===== src/rtl/jk_input_conditioner.sv =====
// jk_input_conditioner
// ---------------------------------------------------------------------------
// Turns two raw, bouncing, clock-asynchronous push-buttons into clean J/K
// levels for a downstream JK flip-flop, plus a rising-edge strobe per channel.
//
// Each channel works the same way and keeps its own state:
//   raw button -> two-flop synchronizer (s1, s2) -> debounce counter -> level
// The debounced level follows s2 only after s2 has disagreed with it on
// DEBOUNCE_CYCLES consecutive clk edges. If s2 agrees with the level on any
// edge, the partial count is thrown away.
//
// Parameters
//   DEBOUNCE_CYCLES  consecutive disagreeing cycles needed to change a level
//                    (1..65535)
//   CNT_W            debounce counter width; 2**CNT_W >= DEBOUNCE_CYCLES
//
// Ports
//   clk      in   system clock, rising edge
//   rst_n    in   asynchronous active-low reset, clears all state
//   btn_j    in   raw J button (asynchronous, may bounce)
//   btn_k    in   raw K button (asynchronous, may bounce)
//   J        out  debounced J level
//   K        out  debounced K level
//   jk       out  {J, K}
//   j_pulse  out  high for the single cycle in which J first reads 1
//   k_pulse  out  high for the single cycle in which K first reads 1
//
// Every output is a flop or plain wiring of a flop; nothing combinational
// reaches an output from btn_j or btn_k.
// ---------------------------------------------------------------------------
module jk_input_conditioner #(
  parameter int unsigned DEBOUNCE_CYCLES = 4,
  parameter int unsigned CNT_W           = 16
) (
  input  logic       clk,
  input  logic       rst_n,
  input  logic       btn_j,
  input  logic       btn_k,
  output logic       J,
  output logic       K,
  output logic [1:0] jk,
  output logic       j_pulse,
  output logic       k_pulse
);

  // Channel index 1 is J and index 0 is K, so {J, K} is just lvl_q.
  localparam int unsigned NUM_CH = 2;

  // Last count value before the level flips. With DEBOUNCE_CYCLES = 1 this is
  // 0, so a level changes on the first disagreeing edge.
  localparam logic [CNT_W-1:0] CNT_MAX = CNT_W'(DEBOUNCE_CYCLES - 1);

  logic [NUM_CH-1:0] btn_raw;
  logic [NUM_CH-1:0] s1_q;
  logic [NUM_CH-1:0] s2_q;
  logic [NUM_CH-1:0] lvl_q;
  logic [NUM_CH-1:0] lvl_d;
  logic [NUM_CH-1:0] pulse_q;
  logic [NUM_CH-1:0] pulse_d;
  logic [CNT_W-1:0]  cnt_q [NUM_CH];
  logic [CNT_W-1:0]  cnt_d [NUM_CH];

  assign btn_raw = {btn_j, btn_k};

  // Debounce next-state. The count only moves while s2 disagrees with the
  // level. It clears the moment they agree, and it clears again when the
  // level flips. So it tops out at CNT_MAX and can never wrap.
  always_comb begin
    lvl_d = lvl_q;
    for (int c = 0; c < NUM_CH; c++) begin
      cnt_d[c] = '0;
      if (s2_q[c] != lvl_q[c]) begin
        if (cnt_q[c] == CNT_MAX) begin
          lvl_d[c] = s2_q[c];
        end else begin
          cnt_d[c] = cnt_q[c] + CNT_W'(1);
        end
      end
    end
    // The strobe is registered together with the level. It is therefore high
    // in exactly the cycle where the new 1 first appears on the output.
    pulse_d = lvl_d & ~lvl_q;
  end

  always_ff @(posedge clk or negedge rst_n) begin
    if (!rst_n) begin
      s1_q    <= '0;
      s2_q    <= '0;
      lvl_q   <= '0;
      pulse_q <= '0;
      for (int c = 0; c < NUM_CH; c++) begin
        cnt_q[c] <= '0;
      end
    end else begin
      s1_q    <= btn_raw;
      s2_q    <= s1_q;
      lvl_q   <= lvl_d;
      pulse_q <= pulse_d;
      for (int c = 0; c < NUM_CH; c++) begin
        cnt_q[c] <= cnt_d[c];
      end
    end
  end

  assign J       = lvl_q[1];
  assign K       = lvl_q[0];
  assign jk      = lvl_q;
  assign j_pulse = pulse_q[1];
  assign k_pulse = pulse_q[0];

endmodule


===== config.mk =====
export PLATFORM = sky130hd
export DESIGN_NAME = jk_input_conditioner
export DESIGN_NICKNAME = d
export VERILOG_FILES = /design/src/rtl/jk_input_conditioner.sv
export SDC_FILE = /design/constraint.sdc
export NUM_CORES = 1
export LEC_CHECK = 0
export ABC_AREA = 0
export BUFFER_PORTS_ARGS = -buffer_cell sky130_fd_sc_hd__buf_4
export CAP_MARGIN = 20
export CORE_ASPECT_RATIO = 1.4
export CORE_MARGIN = 10
export CORE_UTILIZATION = 25
export DETAILED_ROUTE_END_ITERATION = 8
export PLACE_DENSITY = 0.35
export SLEW_MARGIN = 10
export SYNTH_ARGS = -nofsm -noshare
export SYNTH_HDL_FRONTEND = slang
export SYNTH_SLANG_ARGS = --single-unit

===== constraint.sdc =====
create_clock -name clk -period 2.35 [get_ports clk]
set_input_delay 0.3525 -clock clk [delete_from_list [all_inputs] [get_ports clk]]
set_output_delay 0.3525 -clock clk [all_outputs]
set_load 0.02 [all_outputs]

==> qor.txt <==
Longest Clk Path Bufs = 2
Cell Area, Synth = 0.001836 mm2
Routed length per instance = 12.94 um
Final Max Tran Viols = 0
Final worst slack = 0.4279 ns
First-pass GRT wire length = 6.341 mm
Final-report setup violation count = 0
TritonCTS Buffers = 5
Worst Tran Pin Value = 0.5283 ns
Kind of critical path = reg2reg
Standby leakage power = 0.8302 nW
Buffer count from post-CTS setup fixing = 0
Number of hold-slack violations in the final timing report = 0
FF+latch count, synth = 40
Starting utilization of the core area = 25.96%
Post-synth net total = 185
CTS HTree Levels = 2
Fraction of power spent switching nets = 30.08%
Vias = 1296
Count of antenna-violating nets left after detailed routing = 0
Latest clock arrival within the worst-skew pair = 0.29 ns
Via-per-instance ratio = 4.547
Area growth syn-to-layout = 15.34%
Run status = finished, final reports clean
Cells after synthesis = 179
Y dimension of the die = 121.4 um
Sequential share of the synthesized area = 54.53%
Antenna violations before repair = 0
Cts-stage hold buffer count = 0
Drt pass-1 iters = 4
Final critical path time including I/O delays and setup = 1.922 ns
Clock tree from TritonCTS = done
Combinational group share of total power = 19.6%
Clock share of power = 34.3%
Total gr overflow = 0
Sw power = 0.0005365 W
Maximum fanout along the worst path = 15
Worst setup timing slack at the placement stage = 0.3982 ns
PostCTS Resize Cnt = 0
Total number of nets in the final design = 195
Util after Layout = 29.94%
Part of the power in registers = 46.1%
Data required time at the worst endpoint = 2.50 ns
Tightest Hold Check Type = in2async
IR drop worst, VDD = 0.3471 mV
Routability-driven placement congestion ratio = 0.8083
Count of different cell masters after synthesis = 24
All-layer global routing usage = 7.092%
Number of antenna repair diodes = 0
Io pins = 10
Power per unit of standard cell area = 842.6 mW/mm2
Layout cells sized above 1 = 11.05%
Total length of routed wires = 3.687 mm
Pin count of the biggest net entering global routing = 41
# port buffers = 9
Peak Freq = 0.5203 GHz
Yosys warning count = 0
Mean Syn Cell Area = 10.25 um2
Core Region = 0.007072 mm2
Worst Setup End Kind = flip-flop
CTS Sinks = 40
Int Power = 0.001247 W
Number of remaining DRC errors = 0
Number of global-route vias before repair = 1322
Standard-cell row count = 36
Skew final = 0.004251 ns
Clock transition at path regs = 0.08 ns
Violation count after the first detailed-routing iteration = 36
Width of the die = 92.42 um
Startpoint type of the worst setup path = flip-flop
Data arrival time of the critical path = 2.08 ns
Setup TNS after final layout = 0 ns
Cell at the root of the clock tree = sky130_fd_sc_hd__clkbuf_8
Headroom to the max-slew limit = 64.69%
Unrepaired setup endpoints after global routing = no
DP Wirelength = 2.620 mm
Fin crit share = 81.79%
Total die area = 0.01122 mm2
Max_cap viols = 0
Worst Hold Slack = 0.02619 ns
## cell families (layout without fill, tap and decap cells)
logic type,Yosys count,in the layout,share of synthesized area (%)
AO/OA/AOI/OAI,2,2,0.6816
XOR/XNOR,29,29,13.84
multiplexers,2,2,1.227
adder cells (fa/ha/maj),2,2,1.363
AND/OR/NAND/NOR,93,93,25.63
flip-flops,40,40,54.53
buffers and inverters,11,22,2.726
## metrics by stage
| step | total power [W] | instances | instance area [um2] |
|---|---|---|---|
| final | 0.001784 | 285 | 2117 |
| after global routing | 0.001898 | 285 | 2117 |
| after CTS | 0.001833 | 285 | 2117 |
| after detailed placement | 0.001203 | 277 | 1991 |
| after global placement | 0.001198 | 277 | 1991 |
| after floorplan | 0.001082 | 179 | 1836 |
## routing by layer
layer / GRT usage, % / share of wire, %
met3: 2.229 / 2.2
met2: 12.35 / 55
met5: 0 / 0
met1: 7.512 / 41
met4: 3.578 / 2.0
## flip-flops by register name (all words and copies together), names as in the netlist
register  cells
cnt_q        32
jk            2
pulse_q       2
s1_q          2
s2_q          2
## placed cells by master, fill, tap and decap left out, types with 4 or more instances in the layout
master,instances
sky130_fd_sc_hd__dfrtp_1,40
sky130_fd_sc_hd__nor2_1,33
sky130_fd_sc_hd__xnor2_1,22
sky130_fd_sc_hd__nor4_1,10
sky130_fd_sc_hd__nor3_1,10
sky130_fd_sc_hd__nand3_1,10
sky130_fd_sc_hd__nand4_1,9
sky130_fd_sc_hd__buf_4,9
sky130_fd_sc_hd__nand2_1,8
sky130_fd_sc_hd__xor2_1,7
sky130_fd_sc_hd__clkbuf_8,7
sky130_fd_sc_hd__inv_1,5
sky130_fd_sc_hd__and3_1,4
## path summary, 6_finish.rpt
| path | cells past startpoint | from | slack (ns) | end |
|---|---|---|---|---|
| worst max-delay path | 5 | cnt_q[16] | 0.43 | cnt_q[29] |
| worst min-delay path | 1 | rst_n | 0.03 | cnt_q[26] |
| worst max register to register | 5 | cnt_q[16] | 0.43 | cnt_q[29] |
| worst min register to register | 0 | s1_q[0] | 0.35 | s2_q[0] |
| max in group asynchronous | 1 | rst_n | 1.96 | cnt_q[14] |
| min in group clk | 1 | btn_k | 0.17 | s1_q[0] |
## cell type report
class,count,area [um2]
clock buffers,7,96.34
clock inverters,1,30.03
fillers,736,4955
inverters,5,18.77
multi-input cells,128,784.5
flip-flops and latches,40,1001
well taps,95,118.9
repair buffers,9,67.56
## power by group through the flow
stage	clock network [W]	logic, W	registers (W)
finish	0.000611	0.000350	0.000823
global route	0.000674	0.000387	0.000837
CTS	0.000644	0.000366	0.000823
detailed placement	0	0.000366	0.000837
global placement	0	0.000364	0.000834
floorplan	0	0.000248	0.000833
## cell usage after synthesis
| cell | instances | area (um2) |
|---|---|---|
| sky130_fd_sc_hd__nand2_1 | 8 | 30.03 |
| sky130_fd_sc_hd__o31ai_1 | 1 | 7.510 |
| sky130_fd_sc_hd__inv_1 | 5 | 18.77 |
| sky130_fd_sc_hd__nor3_1 | 10 | 50.05 |
| sky130_fd_sc_hd__mux2_2 | 2 | 22.52 |
| sky130_fd_sc_hd__nor3b_1 | 2 | 15.01 |
| sky130_fd_sc_hd__nor2_1 | 33 | 123.9 |
| sky130_fd_sc_hd__a21oi_1 | 1 | 5.000 |
| sky130_fd_sc_hd__nand4_1 | 9 | 56.30 |
| sky130_fd_sc_hd__xnor2_1 | 22 | 192.7 |
| sky130_fd_sc_hd__nand3_2 | 2 | 20.02 |
| sky130_fd_sc_hd__buf_2 | 1 | 5.000 |
| sky130_fd_sc_hd__nor4_1 | 10 | 62.56 |
| sky130_fd_sc_hd__clkbuf_1 | 3 | 11.26 |
| sky130_fd_sc_hd__nor2b_1 | 1 | 6.260 |
| sky130_fd_sc_hd__and3_1 | 4 | 25.02 |
| sky130_fd_sc_hd__nor4b_1 | 2 | 17.52 |
| sky130_fd_sc_hd__xor2_1 | 7 | 61.31 |
| sky130_fd_sc_hd__ha_1 | 2 | 25.02 |
| sky130_fd_sc_hd__buf_4 | 2 | 15.01 |
| sky130_fd_sc_hd__or3_1 | 1 | 6.260 |
| sky130_fd_sc_hd__or4_1 | 1 | 7.510 |
| sky130_fd_sc_hd__nand3_1 | 10 | 50.05 |
| sky130_fd_sc_hd__dfrtp_1 | 40 | 1001 |
## critical path: stages (launching register included)
cell                      delay [ns]
sky130_fd_sc_hd__dfrtp_1        0.41
sky130_fd_sc_hd__ha_1           0.26
sky130_fd_sc_hd__nor4b_1        0.29
sky130_fd_sc_hd__nand4_1        0.24
sky130_fd_sc_hd__nand2_1        0.48
sky130_fd_sc_hd__nor2_1         0.11
Power figures use the tool's default switching activity.
